$ cat src/rtl/ysyx_clint_timer_pkg.sv
// Shared bus addresses, AXI response codes and read-FSM state encoding for the
// CLINT machine timer.
package ysyx_clint_timer_pkg;

    localparam logic [31:0] ysyx_BUS_RTC_ADDR    = 32'ha000_0048;
    localparam logic [31:0] ysyx_BUS_RTC_ADDR_UP = 32'ha000_004c;

    localparam logic [1:0] AXI_RESP_OKAY   = 2'b00;
    localparam logic [1:0] AXI_RESP_SLVERR = 2'b10;

    typedef enum logic {
        R_IDLE = 1'b0,
        R_RESP = 1'b1
    } rd_state_e;

endpackage

$ cat src/rtl/ysyx_clint_mtime.sv
// Free-running 64-bit mtime counter with a snapshot register that latches the
// current count when capture_i is high.
module ysyx_clint_mtime (
    input  logic        clk,
    input  logic        rst,
    input  logic        capture_i,
    output logic [63:0] mtime_o,
    output logic [63:0] snap_o
);

    logic [63:0] mtime_q;
    logic [63:0] snap_q;
    logic [63:0] snap_d;
    wire  [63:0] mtime_d;

    // Natural 64-bit overflow gives the wrap from all-ones back to zero.
    assign mtime_d = mtime_q + 64'd1;

    always_comb begin
        snap_d = snap_q;
        if (capture_i) begin
            snap_d = mtime_q;
        end
    end

    always_ff @(posedge clk) begin
        if (rst) begin
            mtime_q <= 64'd0;
            snap_q  <= 64'd0;
        end else begin
            mtime_q <= mtime_d;
            snap_q  <= snap_d;
        end
    end

    assign mtime_o = mtime_q;
    assign snap_o  = snap_q;

endmodule

$ cat src/rtl/ysyx_clint_timer.sv
// Read-mostly CLINT timer slave: single-beat AXI-style reads of mtime, writes
// acknowledged and discarded.
module ysyx_clint_timer
    import ysyx_clint_timer_pkg::*;
#(
    parameter int ADDR_W = 32,
    parameter int DATA_W = 32
) (
    input  logic              clk,
    input  logic              rst,
    input  logic [1:0]        arburst,
    input  logic [2:0]        arsize,
    input  logic [7:0]        arlen,
    input  logic [3:0]        arid,
    input  logic [ADDR_W-1:0] araddr,
    input  logic              arvalid,
    output logic              arready_o,
    output logic [3:0]        rid,
    output logic              rlast_o,
    output logic [DATA_W-1:0] rdata_o,
    output logic [1:0]        rresp_o,
    output logic              rvalid_o,
    input  logic              rready,
    input  logic [1:0]        awburst,
    input  logic [2:0]        awsize,
    input  logic [7:0]        awlen,
    input  logic [3:0]        awid,
    input  logic              wlast,
    input  logic [ADDR_W-1:0] awaddr,
    input  logic              awvalid,
    output logic              awready_o,
    input  logic [DATA_W-1:0] wdata,
    input  logic [3:0]        wstrb,
    input  logic              wvalid,
    output logic              wready_o,
    output logic [3:0]        bid,
    output logic [1:0]        bresp_o,
    output logic              bvalid_o,
    input  logic              bready
);

    // Handshakes: a transfer happens on a rising edge where valid and ready are both
    // high; once raised, rvalid_o/bvalid_o and their payload hold until accepted.

    logic unused_inputs;
    assign unused_inputs = ^{arburst, arsize, arlen, arid, awburst, awsize, awlen,
                             awid, wlast, awaddr, wdata, wstrb};

    rd_state_e         rd_state_q, rd_state_d;
    logic [DATA_W-1:0] rdata_q, rdata_d;
    logic [1:0]        rresp_q, rresp_d;
    logic              bvalid_q, bvalid_d;

    logic        ar_hs;
    logic        hit_lo;
    logic        hit_up;
    logic        aw_hs;
    logic [63:0] mtime;
    logic [63:0] snap;

    assign hit_lo = (araddr == ADDR_W'(ysyx_BUS_RTC_ADDR));
    assign hit_up = (araddr == ADDR_W'(ysyx_BUS_RTC_ADDR_UP));
    assign ar_hs  = arvalid && (rd_state_q == R_IDLE);

    // Reading the high word freezes the full count so the later low read matches it.
    ysyx_clint_mtime u_mtime (
        .clk       (clk),
        .rst       (rst),
        .capture_i (ar_hs && hit_up),
        .mtime_o   (mtime),
        .snap_o    (snap)
    );

    always_comb begin
        rd_state_d = rd_state_q;
        rdata_d    = rdata_q;
        rresp_d    = rresp_q;
        case (rd_state_q)
            R_IDLE: begin
                if (arvalid) begin
                    rd_state_d = R_RESP;
                    if (hit_up) begin
                        rdata_d = DATA_W'(mtime[63:32]);
                        rresp_d = AXI_RESP_OKAY;
                    end else if (hit_lo) begin
                        rdata_d = DATA_W'(snap[31:0]);
                        rresp_d = AXI_RESP_OKAY;
                    end else begin
                        rdata_d = '0;
                        rresp_d = AXI_RESP_SLVERR;
                    end
                end
            end
            R_RESP: begin
                if (rready) begin
                    rd_state_d = R_IDLE;
                end
            end
            default: rd_state_d = R_IDLE;
        endcase
    end

    // Writes need both channels together; a lone address or data beat is ignored.
    assign aw_hs = awvalid && wvalid && !bvalid_q;

    always_comb begin
        bvalid_d = bvalid_q;
        if (bvalid_q) begin
            bvalid_d = !bready;
        end else if (aw_hs) begin
            bvalid_d = 1'b1;
        end
    end

    always_ff @(posedge clk) begin
        if (rst) begin
            rd_state_q <= R_IDLE;
            rdata_q    <= '0;
            rresp_q    <= AXI_RESP_OKAY;
            bvalid_q   <= 1'b0;
        end else begin
            rd_state_q <= rd_state_d;
            rdata_q    <= rdata_d;
            rresp_q    <= rresp_d;
            bvalid_q   <= bvalid_d;
        end
    end

    assign arready_o = (rd_state_q == R_IDLE);
    assign rvalid_o  = (rd_state_q == R_RESP);
    assign rlast_o   = rvalid_o;
    assign rdata_o   = rdata_q;
    assign rresp_o   = rresp_q;
    assign rid       = 4'd0;
    assign awready_o = !bvalid_q;
    assign wready_o  = !bvalid_q;
    assign bvalid_o  = bvalid_q;
    assign bresp_o   = AXI_RESP_OKAY;
    assign bid       = 4'd0;

endmodule

$ cat config.mk
export PLATFORM = sky130hd
export DESIGN_NAME = ysyx_clint_timer
export DESIGN_NICKNAME = d
export VERILOG_FILES = /design/src/rtl/ysyx_clint_timer_pkg.sv /design/src/rtl/ysyx_clint_mtime.sv /design/src/rtl/ysyx_clint_timer.sv
export SDC_FILE = /design/constraint.sdc
export NUM_CORES = 1
export LEC_CHECK = 0
export CAP_MARGIN = 20
export CORE_MARGIN = 1.5
export CORE_UTILIZATION = 47
export CTS_BUF_LIST = sky130_fd_sc_hd__clkbuf_8
export CTS_CLUSTER_SIZE = 24
export DETAILED_ROUTE_END_ITERATION = 8
export GPL_TIMING_DRIVEN = 0
export PLACE_DENSITY_LB_ADDON = 0.25
export SYNTH_ARGS = -nofsm -noshare
export SYNTH_HDL_FRONTEND = slang
export SYNTH_SLANG_ARGS = --single-unit
$ cat constraint.sdc
create_clock -name clk -period 2.7 [get_ports clk]
set_input_delay 0.27 -clock clk [delete_from_list [all_inputs] [get_ports clk]]
set_output_delay 0.27 -clock clk [all_outputs]
set_load 0.01 [all_outputs]
==> impl_metrics.env, run 1 <==
export IMPL_nNetsFinal=887
export IMPL_ys_flop_type="dfxtp_1"
export IMPL_async_flop_share_pct=0
export IMPL_numPortBuffers=76
export IMPL_place_area_um2=6710
export IMPL_slowest_stage="nor4_2"
export IMPL_dr_pass1_iters=5
export IMPL_synth_seq_cells=131
export IMPL_yosysSeqAreaShare_pct=45.8
export IMPL_setup_tns_final_ps=0
export IMPL_die_w_um=113
export IMPL_hp_class="in -> reg"
export IMPL_synth_cell_area_um2=5730
export IMPL_via_count=4916
export IMPL_synth_cell_type_count=44
export IMPL_finalHoldViolations=0
export IMPL_critPathLaunchType="flop"
export IMPL_fmax_ghz=0.408
export IMPL_drc=0
export IMPL_synth_warnings=0
export IMPL_dieHeight_um=113
export IMPL_synth_area_per_cell_um2=8.98
export IMPL_leakage_nw=2.47
export IMPL_fin_crit_sh_pct=90.8
export IMPL_maxCapViolations=0
export IMPL_htree_levels=4
export IMPL_ant_nets=0
export IMPL_clk_pin_slew_ps=70
export IMPL_clk_latency_ps=460
export IMPL_synth_edff_count=0
export IMPL_grt_usage_pct=23.6
export IMPL_grt_antenna_before_repair=0
export IMPL_cp_common_cell="nand4_1"
export IMPL_grt_pass1_wl_mm=23.5
export IMPL_total_power_mw=3.79
export IMPL_num_antenna_cells=0
export IMPL_cts_tree="yes"
export IMPL_fin_crit_ps=2450
export IMPL_max_vdd_ir_drop_uv=352
export IMPL_drt_iter0_markers=313
export IMPL_powerDensity_nw_per_um2=532
export IMPL_place_congestion=0.879
export IMPL_end_kind="flop"
export IMPL_clock_sinks=131
export IMPL_grt_overflow=0
export IMPL_grt_max_degree=17
export IMPL_initial_utilization_pct=47.9
export IMPL_synth_top_area_share_pct=45.8
export IMPL_numCtsBuffers=17
export IMPL_post_place_ws_ps=-97.0
export IMPL_root_buffer="clkbuf_8"
export IMPL_num_io_pins=192
export IMPL_wl_per_cell_um=15.8
export IMPL_wl_mm=14.2
export IMPL_outcome="complete, no violations"
export IMPL_fin_ws_ps=248
export IMPL_die_area_um2=12900
export IMPL_area_growth_pct=24.3
export IMPL_synth_area_leader_cell="dfxtp_1"
export IMPL_crit_type="reg -> reg"
export IMPL_path_cells="nand4_1 > nor4_2 > nand4_1 > nor3_1 > mux2_2"
export IMPL_crit_required_ps=3050
export IMPL_core_um2=12000
export IMPL_tightest_slew_ps=794
export IMPL_clock_skew_ps=10.4
export IMPL_slew_headroom_pct=47.1
export IMPL_setup_viol=0
export IMPL_num_rows=40
export IMPL_synth_cells=638
export IMPL_cp_max_fo=10
export IMPL_rsz0062_at_grt="false"
export IMPL_grt_pass1_vias=4714
export IMPL_clk_path_buf_depth=2
export IMPL_cp_arrival_ps=2800
export IMPL_synth_area_leaders="dfxtp_1 46%, mux2i_1 11%, nor2_1 5.3%"
export IMPL_dpl_hpwl_mm=10.7
export IMPL_drive_gt1_share_pct=8.59
export IMPL_maxSlewViolCount=0
export IMPL_max_stage_delay_ps=480
export IMPL_routed_via_density=5.44
export IMPL_fin_area_um2=7120
## layer usage
metal / global-route usage (%) / wire (um) / up-vias
met5: 0 / 0 / -
li1: - / - / 2452
met1: 30.3 / 6330 / 2310
met2: 38.4 / 6820 / 127
met3: 6.16 / 814 / 27
met4: 8.75 / 279 / 0
## cell type report
cell class	count	area [um^2]
Tap cell	147	184
Buffer	42	221
Clock buffer	19	262
Sequential cell	131	2620
Fill cell	1036	4840
Inverter	9	33.8
Timing Repair Buffer	77	768
Clock inverter	13	135
Multi-Input combinational cell	466	2900
## cells in the mapped netlist (3+ instances only)
cell type and n:
dfxtp_1 131, nor2_1 81, mux2i_1 64, nand2_1 55
o21ai_0 52, nand4_1 27, a21oi_1 25, xor2_1 23
nand3_1 21, clkbuf_1 19, or3_1 17, buf_4 13
xnor2_1 12, nor4_1 11, inv_1 9, and4_1 8
or4_1 8, and3_1 7, buf_2 6, nor3_1 6
nor4b_1 6, o31ai_1 5, and2_1 4, nor2b_1 4
buf_1 3
## cell usage in the layout (no fill, tap or decap), drive strengths merged
cell type,count
nor2b,4
nor2,81
o21ai,52
mux2i,64
clkinv,9
or3,18
clkbuf,38
nor3b,1
nor3,7
a211oi,1
buf,24
or2,1
bufinv,2
nand3b,1
a31oi,1
or4,8
nand4,30
o21a,1
clkinvlp,2
and3,7
nor4bb,1
ha,1
xor2,23
xnor2,12
o21ba,1
conb,11
nand2,55
nor4b,6
and2,4
o31ai,5
clkdlybuf4s50,76
mux2,1
inv,9
o21bai,1
dfxtp,131
and4,8
a21oi,25
nor4,14
nand3,21
## per-stage QoR
step                      utilization [%]  hold slack (ps)  instances
after CTS                            59.4              312        903
after detailed placement             56.1              443        871
after floorplan                         -              369        648
after global placement               56.1              435        871
after global routing                 59.6              381        904
final                                59.6              345        904
## cell families (layout without fill, tap and decap cells)
| group | after synthesis | in the layout | synth area share [%] |
|---|---|---|---|
| buffers and inverters | 51 | 160 | 4.45 |
| XOR/XNOR | 35 | 35 | 5.35 |
| other | 1 | 11 | 0.0654 |
| AND/OR/NAND/NOR | 267 | 267 | 24.7 |
| flip-flops | 131 | 131 | 45.8 |
| multiplexers | 65 | 65 | 11.4 |
| adder cells (fa/ha/maj) | 1 | 1 | 0.218 |
| AO/OA/AOI/OAI | 87 | 87 | 8.06 |
## worst max-delay path, delay by kind of cell, from the launching register on
| kind | cells | cell delay [ps] |
|---|---|---|
| flip-flops | 1 | 430 |
| multiplexers | 1 | 370 |
| AND/OR/NAND/NOR | 4 | 1530 |
## worst paths after layout
| path | start | endpoint | slack, ps | cells after the start |
|---|---|---|---|---|
| worst min register to register | rdata_o[13] | rdata_o[13] | 450 | 2 |
| worst min-delay path | araddr[2] | rdata_o[31] | 350 | 3 |
| worst max-delay path | u_mtime.mtime_o[38] | u_mtime.mtime_o[61] | 250 | 5 |
| worst max register to register | u_mtime.mtime_o[38] | u_mtime.mtime_o[61] | 250 | 5 |
## flip-flops by register name, indices dropped and copies added (netlist names)
| name | count |
|---|---|
| bvalid_o | 1 |
| rresp_o | 1 |
| rdata_o | 32 |
| rlast_o | 1 |
| u_mtime.snap_o | 32 |
| u_mtime.mtime_o | 64 |
## power by group
group          switching [mW]  internal, mW
registers             0.00714          1.94
clock network           0.785         0.863
logic                  0.0934        0.0991
total                   0.886          2.90
## timing repair
item / 4_1_cts / 5_1_grt
endpoints found under the setup margin: 0 / 9
hold buffers: 0 / 0
setup buffers: 0 / 1
gates resized for setup: 0 / 1
Power figures use the tool's default switching activity.
==> run 2: changes to the inputs <==
--- a/config.mk
+++ b/config.mk
@@ -5,14 +5,16 @@
 export SDC_FILE = /design/constraint.sdc
 export NUM_CORES = 1
 export LEC_CHECK = 0
-export CAP_MARGIN = 20
+export CAP_MARGIN = 5
 export CORE_MARGIN = 1.5
 export CORE_UTILIZATION = 47
 export CTS_BUF_LIST = sky130_fd_sc_hd__clkbuf_8
 export CTS_CLUSTER_SIZE = 24
 export DETAILED_ROUTE_END_ITERATION = 8
+export GPL_ROUTABILITY_DRIVEN = 0
 export GPL_TIMING_DRIVEN = 0
 export PLACE_DENSITY_LB_ADDON = 0.25
+export SLEW_MARGIN = 20
 export SYNTH_ARGS = -nofsm -noshare
 export SYNTH_HDL_FRONTEND = slang
 export SYNTH_SLANG_ARGS = --single-unit
==> results of run 2 <==
The final DEF is identical to that of run 1; final timing and power are the same.
==> run 3: changes to the inputs <==
--- a/config.mk
+++ b/config.mk
@@ -6,7 +6,6 @@
 export NUM_CORES = 1
 export LEC_CHECK = 0
 export CAP_MARGIN = 5
-export CORE_MARGIN = 1.5
 export CORE_UTILIZATION = 47
 export CTS_BUF_LIST = sky130_fd_sc_hd__clkbuf_8
 export CTS_CLUSTER_SIZE = 24
==> run 3 against run 2 <==
Net effect:
- worst setup slack lost 75 ps
- critical path type unchanged
- register-to-register slack lost 70 ps
- total power shrank 6.6%
==> impl_metrics.env, run 3 (synthesis gave the netlist of run 1 again) <==
export IMPL_grt_pass1_vias=4724
export IMPL_wl_per_cell_um=15.7
export IMPL_leakage_nw=2.47
export IMPL_drive_gt1_share_pct=8.06
export IMPL_hold_ws_ps=354
export IMPL_internal_power_mw=2.74
export IMPL_fin_crit_ps=2530
export IMPL_maxSlewViolCount=0
export IMPL_cp_common_cell="nand3_1"
export IMPL_p_sw_uw=797
export IMPL_post_layout_nonfiller_instances=900
export IMPL_critPathLaunchType="flop"
export IMPL_seq_area_um2=2620
export IMPL_cts_tree="yes"
export IMPL_clock_sinks=131
export IMPL_reg2reg_depth=6
export IMPL_num_io_pins=192
export IMPL_final_core_util_pct=60.6
export IMPL_numPortBuffers=76
export IMPL_setup_viol=0
export IMPL_clkPwrFrac_pct=39.5
export IMPL_maxCapViolations=0
export IMPL_total_power_mw=3.54
export IMPL_largest_register_ffs=64
export IMPL_combPwrFrac_pct=5.4
export IMPL_grt_pass1_wl_mm=23.1
export IMPL_finalHoldViolations=0
export IMPL_num_rows=39
export IMPL_mostFrequentLayoutCell="dfxtp_1"
export IMPL_grt_usage_pct=23.6
export IMPL_whs_path_depth=3
export IMPL_numCtsBuffers=17
export IMPL_crit_required_ps=3060
export IMPL_multi_input_area_um2=2900
export IMPL_drt_iter0_markers=264
export IMPL_clk_path_buf_depth=2
export IMPL_initial_utilization_pct=49.1
export IMPL_clk_pin_slew_ps=70
export IMPL_num_antenna_cells=0
export IMPL_fin_crit_sh_pct=93.6
export IMPL_grt_antenna_before_repair=0
export IMPL_tightest_slew_ps=798
export IMPL_slowest_stage="dfxtp_1"
export IMPL_p_seq_share_pct=55.0
export IMPL_grt_max_degree=17
export IMPL_dieHeight_um=112
export IMPL_fmax_ghz=0.396
export IMPL_clock_skew_ps=12.0
export IMPL_cp_max_fo=10
export IMPL_core_um2=11700
export IMPL_nNetsFinal=889
export IMPL_via_count=4936
export IMPL_rsz0062_at_grt="false"
export IMPL_place_inst=867
export IMPL_outcome="complete, no violations"
export IMPL_crit_type="reg -> reg"
export IMPL_max_vdd_ir_drop_uv=417
export IMPL_path_cells="nand3_1 > nor4_4 > nand3_1 > clkbuf_1 > or3_1 > a21oi_1"
export IMPL_drc=0
export IMPL_final_cell_mix="131 x dfxtp_1, 81 x nor2_1, 76 x clkdlybuf4s50_1"
export IMPL_die_w_um=112
export IMPL_slew_headroom_pct=46.8
export IMPL_ant_nets=0
export IMPL_max_stage_delay_ps=460
export IMPL_end_kind="flop"
export IMPL_dr_pass1_iters=5
export IMPL_clk_latency_ps=450
export IMPL_htree_levels=4
export IMPL_grt_overflow=0
export IMPL_cp_arrival_ps=2890
export IMPL_p_sw_share_pct=22.5
export IMPL_wl_mm=14.1
export IMPL_hp_class="in -> reg"
export IMPL_fillCellCount=1025
export IMPL_routed_via_density=5.48
export IMPL_cts_hold_buf=0
export IMPL_powerDensity_nw_per_um2=500
export IMPL_die_area_um2=12600
export IMPL_dpl_hpwl_mm=10.6
export IMPL_root_buffer="clkbuf_8"
export IMPL_setup_tns_final_ps=0
export IMPL_area_growth_pct=23.3
## run 3: cell type report
class / instances / share of cell area, %
Buffer: 42 / 3.13
Clock buffer: 21 / 4.09
Clock inverter: 9 / 0.602
Multi-Input combinational cell: 466 / 41.0
Tap cell: 143 / 2.53
Inverter: 9 / 0.478
Sequential cell: 131 / 37.1
Timing Repair Buffer: 79 / 11.1
## run 3: final timing paths
check	start	to	slack, ps
setup / recovery	u_mtime.mtime_o[2]	u_mtime.mtime_o[43]	170
setup reg to reg	u_mtime.mtime_o[2]	u_mtime.mtime_o[43]	170
hold / removal	araddr[2]	rdata_o[31]	350
hold reg to reg	rdata_o[13]	rdata_o[13]	450
## run 3: power groups by stage
stage          Sequential [mW]  Combinational (mW)  Clock, mW
5_1_grt                   1.95               0.206       1.52
3_5_place_dp              1.99               0.190          0
3_3_place_gp              1.99               0.187          0
4_1_cts                   1.95               0.191       1.42
6_report                  1.95               0.192       1.40
2_1_floorplan             1.99              0.0911          0
## run 3: what timing repair did
action	4_1_cts	5_1_grt
pin swaps	0	2
endpoints found under the setup margin	1	5
gates resized for setup	1	0
buffers inserted	0	3
## run 3: worst max-delay path: cells and delay by family, from the launching register on
kind                   cells  cell delay (ps)
flip-flops                 1              460
AND/OR/NAND/NOR            4             1490
AO/OA/AOI/OAI              1              150
buffers and inverters      1              330
## run 3: per-layer routing
layer / up-vias / routed length, um / part of all wire [%] / global-route usage, %
met5: - / 0 / 0 / 0
met4: 0 / 263 / 1.9 / 8.89
met3: 18 / 711 / 5.0 / 6.10
met2: 131 / 6840 / 48 / 39.0
met1: 2338 / 6340 / 45 / 29.7
li1: 2449 / - / - / -
## run 3: stage by stage
step	setup WS [ps]	cell area [um^2]
after floorplan	592	5770
after global placement	-117	6710
after detailed placement	-90.8	6710
after CTS	118	7050
after global routing	33.6	7070
final	174	7070
